===== src/rtl/hazard_ctrl_unit.sv =====
`default_nettype none
// +----------------------------------------------------------------------------+
// | Module      : hazard_ctrl_unit                                              |
// | Description : Pipeline hazard controller: memory-wait freeze, redirect      |
// |               flush, load-use bubble and saturating per-cause counters.     |
// | Revision    : 1.0                                                           |
// +----------------------------------------------------------------------------+
module hazard_ctrl_unit #(
  parameter int REG_AW    = 5,
  parameter int MEM_LAT   = 2,
  parameter int STORE_FWD = 1,
  parameter int CNT_W     = 16
) (
  input  logic              clk,
  input  logic              rst_n,
  input  logic [REG_AW-1:0] IF_ID_rs1,
  input  logic [REG_AW-1:0] IF_ID_rs2,
  input  logic [REG_AW-1:0] ID_EX_rd,
  input  logic              ID_EX_mem_read,
  input  logic              ld_sd_mem_read,
  input  logic              ld_sd_mem_write,
  input  logic              pc_src,
  input  logic              EX_MEM_mem_access,
  input  logic              cnt_clr,
  output logic              pc_write,
  output logic              IF_ID_write,
  output logic              ID_EX_write,
  output logic              EX_MEM_write,
  output logic              control_mux_sel,
  output logic              flush,
  output logic              MEM_WB_bubble,
  output logic [CNT_W-1:0]  cnt_load_use,
  output logic [CNT_W-1:0]  cnt_mem_stall,
  output logic [CNT_W-1:0]  cnt_flush
);

  localparam int                  c_wait_w    = $clog2(MEM_LAT) + 1;
  localparam logic [c_wait_w-1:0] c_wait_init = c_wait_w'((MEM_LAT > 1) ? (MEM_LAT - 2) : 0);
  localparam logic                c_has_wait  = (MEM_LAT > 1);
  localparam logic                c_store_fwd = (STORE_FWD != 0);

  typedef enum logic [0:0] {
    ST_RUN      = 1'b0,
    ST_MEM_WAIT = 1'b1
  } state_t;

  state_t              r_state;
  state_t              w_state_nxt;
  logic [c_wait_w-1:0] r_wait_cnt;
  logic [c_wait_w-1:0] w_wait_cnt_nxt;
  logic                w_frz;
  logic                w_rs2_exempt;
  logic                w_load_use;
  logic [2:0]          w_evt;
  logic [CNT_W-1:0]    r_cnt [3];

  always_ff @(posedge clk or negedge rst_n) begin
    if (!rst_n) begin
      r_state    <= ST_RUN;
      r_wait_cnt <= '0;
    end else begin
      r_state    <= w_state_nxt;
      r_wait_cnt <= w_wait_cnt_nxt;
    end
  end

  // The access that triggers the wait is frozen in RUN; MEM_WAIT covers the
  // remaining MEM_LAT-2 frozen cycles plus one release cycle.
  always_comb begin
    w_state_nxt    = r_state;
    w_wait_cnt_nxt = r_wait_cnt;
    w_frz          = 1'b0;
    case (r_state)
      ST_RUN: begin
        if (EX_MEM_mem_access && c_has_wait) begin
          w_frz          = 1'b1;
          w_state_nxt    = ST_MEM_WAIT;
          w_wait_cnt_nxt = c_wait_init;
        end
      end
      ST_MEM_WAIT: begin
        if (r_wait_cnt != '0) begin
          w_frz          = 1'b1;
          w_wait_cnt_nxt = r_wait_cnt - c_wait_w'(1);
        end else begin
          w_state_nxt    = ST_RUN;
        end
      end
      default: w_state_nxt = ST_RUN;
    endcase
  end

  // rs2 of a load/store is store data and gets forwarded later in the pipe.
  assign w_rs2_exempt = c_store_fwd && (ld_sd_mem_read || ld_sd_mem_write);
  assign w_load_use   = ID_EX_mem_read && (ID_EX_rd != '0) &&
                        ((ID_EX_rd == IF_ID_rs1) ||
                         ((ID_EX_rd == IF_ID_rs2) && !w_rs2_exempt));

  always_comb begin
    pc_write        = 1'b1;
    IF_ID_write     = 1'b1;
    ID_EX_write     = 1'b1;
    EX_MEM_write    = 1'b1;
    control_mux_sel = 1'b0;
    flush           = 1'b0;
    MEM_WB_bubble   = 1'b0;
    if (!rst_n || w_frz) begin
      pc_write      = 1'b0;
      IF_ID_write   = 1'b0;
      ID_EX_write   = 1'b0;
      EX_MEM_write  = 1'b0;
      MEM_WB_bubble = 1'b1;
    end else if (pc_src) begin
      flush           = 1'b1;
    end else if (w_load_use) begin
      pc_write        = 1'b0;
      IF_ID_write     = 1'b0;
      control_mux_sel = 1'b1;
    end
  end

  assign w_evt = {flush, w_frz, control_mux_sel};

  genvar gi;
  for (gi = 0; gi < 3; gi++) begin : g_cnt
    always_ff @(posedge clk or negedge rst_n) begin
      if (!rst_n) begin
        r_cnt[gi] <= '0;
      end else if (cnt_clr) begin
        r_cnt[gi] <= '0;
      end else if (w_evt[gi] && (r_cnt[gi] != '1)) begin
        r_cnt[gi] <= r_cnt[gi] + CNT_W'(1);
      end
    end
  end

  assign cnt_load_use  = r_cnt[0];
  assign cnt_mem_stall = r_cnt[1];
  assign cnt_flush     = r_cnt[2];

endmodule
`default_nettype wire


===== config.mk =====
export PLATFORM = sky130hd
export DESIGN_NAME = hazard_ctrl_unit
export DESIGN_NICKNAME = d
export VERILOG_FILES = /design/src/rtl/hazard_ctrl_unit.sv
export SDC_FILE = /design/constraint.sdc
export NUM_CORES = 1
export LEC_CHECK = 0
export CORE_AREA = 3 3 66 98
export CTS_BUF_LIST = sky130_fd_sc_hd__clkbuf_4
export DETAILED_ROUTE_END_ITERATION = 8
export DIE_AREA = 0 0 69 101
export PLACE_DENSITY = 0.89
export SKIP_LAST_GASP = 1
export SYNTH_ARGS = -nofsm -noshare
export SYNTH_HDL_FRONTEND = slang
export SYNTH_SLANG_ARGS = --single-unit

===== constraint.sdc =====
create_clock -name clk -period 2.4 [get_ports clk]
set_input_delay 0.36 -clock clk [delete_from_list [all_inputs] [get_ports clk]]
set_output_delay 0.36 -clock clk [all_outputs]
set_load 0.02 [all_outputs]

==> results.sh <==
export IMPL_yosysWarnings=0
export IMPL_netlist_top_cells_count="51 x dfrtp_1, 42 x nor2_1, 23 x xor2_1"
export IMPL_grtUsageMet1_pct=24.8
export IMPL_wirelength_um=7210
export IMPL_ant_nets=0
export IMPL_fin_nets=431
export IMPL_fmax_mhz=431
export IMPL_r2r_cells=8
export IMPL_fill_cells=485
export IMPL_drv_slew=0
export IMPL_cpMaxStageDelayCell="clkdlybuf4s50_1"
export IMPL_drv_cap=0
export IMPL_final_hold_viol_count=0
export IMPL_worst_pin_slew_ns=0.724
export IMPL_path_cells="clkdlybuf4s50_1, inv_1, a222oi_1, nor4b_4, o21ai_2, and2_4, buf_4"
export IMPL_async_flop_share_pct=100
export IMPL_numCtsBuffers=5
export IMPL_synth_top_cell_area_share_pct=45.6
export IMPL_drt_iter0_drc=161
export IMPL_required_ns=2.04
export IMPL_row_count=34
export IMPL_multi_input_area_mm2=0.00144
export IMPL_regArea_mm2=0.00128
export IMPL_final_setup_skew_ns=0.0124
export IMPL_final_min_clock_period_ns=2.32
export IMPL_met2_usage_pct=39.4
export IMPL_wl_per_cell_um=15.1
export IMPL_r2r_end="cnt_load_use[9]"
export IMPL_cp_end_kind="output pin"
export IMPL_cts_htree_levels=2
export IMPL_synth_ff_type="dfrtp_1"
export IMPL_r2r_start="cnt_load_use[10]"
export IMPL_start_kind="primary input"
export IMPL_synth_most_common_cell="dfrtp_1"
export IMPL_die_w_um=69
export IMPL_cts_tree="yes"
export IMPL_synth_seq_cells=51
export IMPL_use_met3_pct=3.59
export IMPL_gp_congestion=0.881
export IMPL_grt_start_max_net_pins=52
export IMPL_core_area_mm2=0.00579
export IMPL_path_clk_slew_ns=0.16
export IMPL_grt_pass1_wl_um=12200
export IMPL_slew_headroom_pct=51.3
export IMPL_cts_path_max_buffers=2
export IMPL_synthCells=302
export IMPL_hold_path_class="primary input to async pin"
export IMPL_crit_type="primary input to output pin"
export IMPL_ys_top_cells_by_area="dfrtp_1 46%, xor2_1 7.2%, nor2_1 5.6%"
export IMPL_portBuffers=77
export IMPL_grt_pass1_vias=2640
export IMPL_sw_frac_of_total_pct=25.1
export IMPL_max_vdd_ir_drop_v=0.000398
export IMPL_placed_area_mm2=0.00380
export IMPL_drt_pass1_iter_count=4
export IMPL_r2r_slack_ns=0.17
export IMPL_antenna_found_initial=0
export IMPL_clk_latency_ns=0.38
export IMPL_hold_slack_ns=0.125
export IMPL_cp_max_fo=3
export IMPL_root_buffer="clkbuf_4"
export IMPL_hpwlAfterDp_um=5370
export IMPL_die_area_mm2=0.00697
export IMPL_synth_largest_area_cell="dfrtp_1"
export IMPL_syn_to_final_growth_pct=39.9
export IMPL_avgSynthCellArea_um2=9.26
export IMPL_drc=0
export IMPL_intPower_mw=1.17
export IMPL_clock_sinks=51
export IMPL_ios=78
export IMPL_cellLeakagePower_nw=1.65
export IMPL_clkPwrFrac_pct=32.3
export IMPL_synthesis_nets=329
export IMPL_design_area_mm2=0.00391
export IMPL_arrival_ns=1.96
export IMPL_grt_overflow=0
export IMPL_num_vias=2630
export IMPL_n_antenna_cell=0
export IMPL_fin_crit_sh_pct=96.7
export IMPL_power_share_sequential_pct=55.8
export IMPL_pwr_share_comb_pct=11.9
export IMPL_drive_gt1_share_pct=13.8
export IMPL_crit_path_max_incr_delay_ns=0.49
export IMPL_grt_use_total_pct=21.3
export IMPL_die_y_um=101
export IMPL_synth_seq_area_share_pct=45.6
export IMPL_netlist_area_mm2=0.00280
export IMPL_synth_edf_count=0
export IMPL_p_per_area_mw_per_mm2=400
export IMPL_finalSetupViolations=0
export IMPL_ys_types=42
export IMPL_start_util_pct=48.3
export IMPL_top_usage_layer="met2"
export IMPL_viasPerCell=5.51
export IMPL_cts_hold_buf=0
export IMPL_p_sw_mw=0.393
export IMPL_status="completed"
-- cell families (layout without fill, tap and decap cells) --
group,count (synthesis),count (layout),share of synthesized area (%)
AND/OR/NAND/NOR,137,137,26.1
flip-flops,51,51,45.6
AO/OA/AOI/OAI,45,45,9.98
XOR/XNOR,36,36,11.3
buffers and inverters,25,128,3.71
adder cells (fa/ha/maj),4,4,1.79
multiplexers,4,4,1.48
-- stage by stage --
stage	std cells	utilization, %	setup TNS (ns)	worst slack, ns	total power, mW
global route	477	67.6	-0.0956	-0.0282	1.62
detailed placement	467	65.7	-4.27	-0.521	1.08
finish	477	67.6	0	0.0795	1.57
CTS	476	67.2	-0.00140	-0.00140	1.57
floorplan	302	-	0	0.307	0.965
global placement	467	65.7	-3.25	-0.459	1.07
-- area by class of cell --
cell class,count,share of cell area [%]
Inverter,14,1.34
Tap cell,72,2.30
Clock buffer,5,0.960
Timing Repair Buffer,106,25.0
Clock inverter,3,1.12
Sequential cell,51,32.6
Multi-Input combinational cell,226,36.7
-- flip-flops by register name (all words and copies together), names as in the netlist --
name and cells:
cnt_flush 16, cnt_load_use 16, cnt_mem_stall 16, r_state 1, r_wait_cnt 2
-- layout by cell type, fill, tap and decap left out, types with 2 or more instances in the layout --
cell type,instances
nand4_1,13
or3_1,11
o2111ai_1,3
o31ai_1,2
or4_1,5
clkbuf_4,5
clkdlybuf4s50_1,66
nor2_1,42
nand2b_1,4
nor4_1,3
nor3_2,2
nand3_1,22
dlygate4sd2_1,5
buf_4,30
xor2_1,23
nand2_1,15
ha_1,4
o211ai_1,2
dlymetal6s2s_1,2
xnor2_1,13
nor3_1,2
nor2b_1,2
mux2i_1,3
o21ai_2,2
o21ai_1,2
and3_1,7
and4_1,2
dfrtp_1,51
o21ai_0,13
a21oi_1,14
inv_1,14
-- repair_timing --
action | in CTS | in global routing
setup endpoints to repair | 7 | 7
setup buffers | 1 | 1
resized for setup | 19 | 9
pin swaps | 2 | 3
-- worst max-delay path: cells and delay by family --
kind            cells  cell delay (ns)
compound gates      2             0.43
buf+inv             3             0.70
simple gates        2             0.47
-- power groups by stage --
stage          clock network, mW  registers, mW  logic, mW
3_3_place_gp                   0          0.889      0.184
5_1_grt                    0.540          0.876      0.203
2_1_floorplan                  0          0.895     0.0702
4_1_cts                    0.514          0.874      0.186
6_report                   0.506          0.874      0.186
3_5_place_dp                   0          0.890      0.189
-- worst max path at each step --
stage / endpoint / depth (start not counted) / slack, ns / from
after floorplan: cnt_load_use[15] / 9 / 0.31 / r_wait_cnt[0]
after global placement: pc_write / 7 / -0.46 / ID_EX_rd[1]
after detailed placement: IF_ID_write / 7 / -0.52 / ID_EX_rd[1]
after CTS: IF_ID_write / 7 / -0.001 / ID_EX_rd[2]
after global routing: IF_ID_write / 7 / -0.03 / IF_ID_rs2[1]
final: IF_ID_write / 7 / 0.08 / IF_ID_rs2[1]
-- layer usage --
layer | vias up | part of all wire [%]
met5 | - | 0
met3 | 7 | 4.6
met2 | 78 | 53
met1 | 1280 | 41
met4 | 0 | 1.6
li1 | 1265 | -
Note: power is estimated with default switching activity, not from simulation.
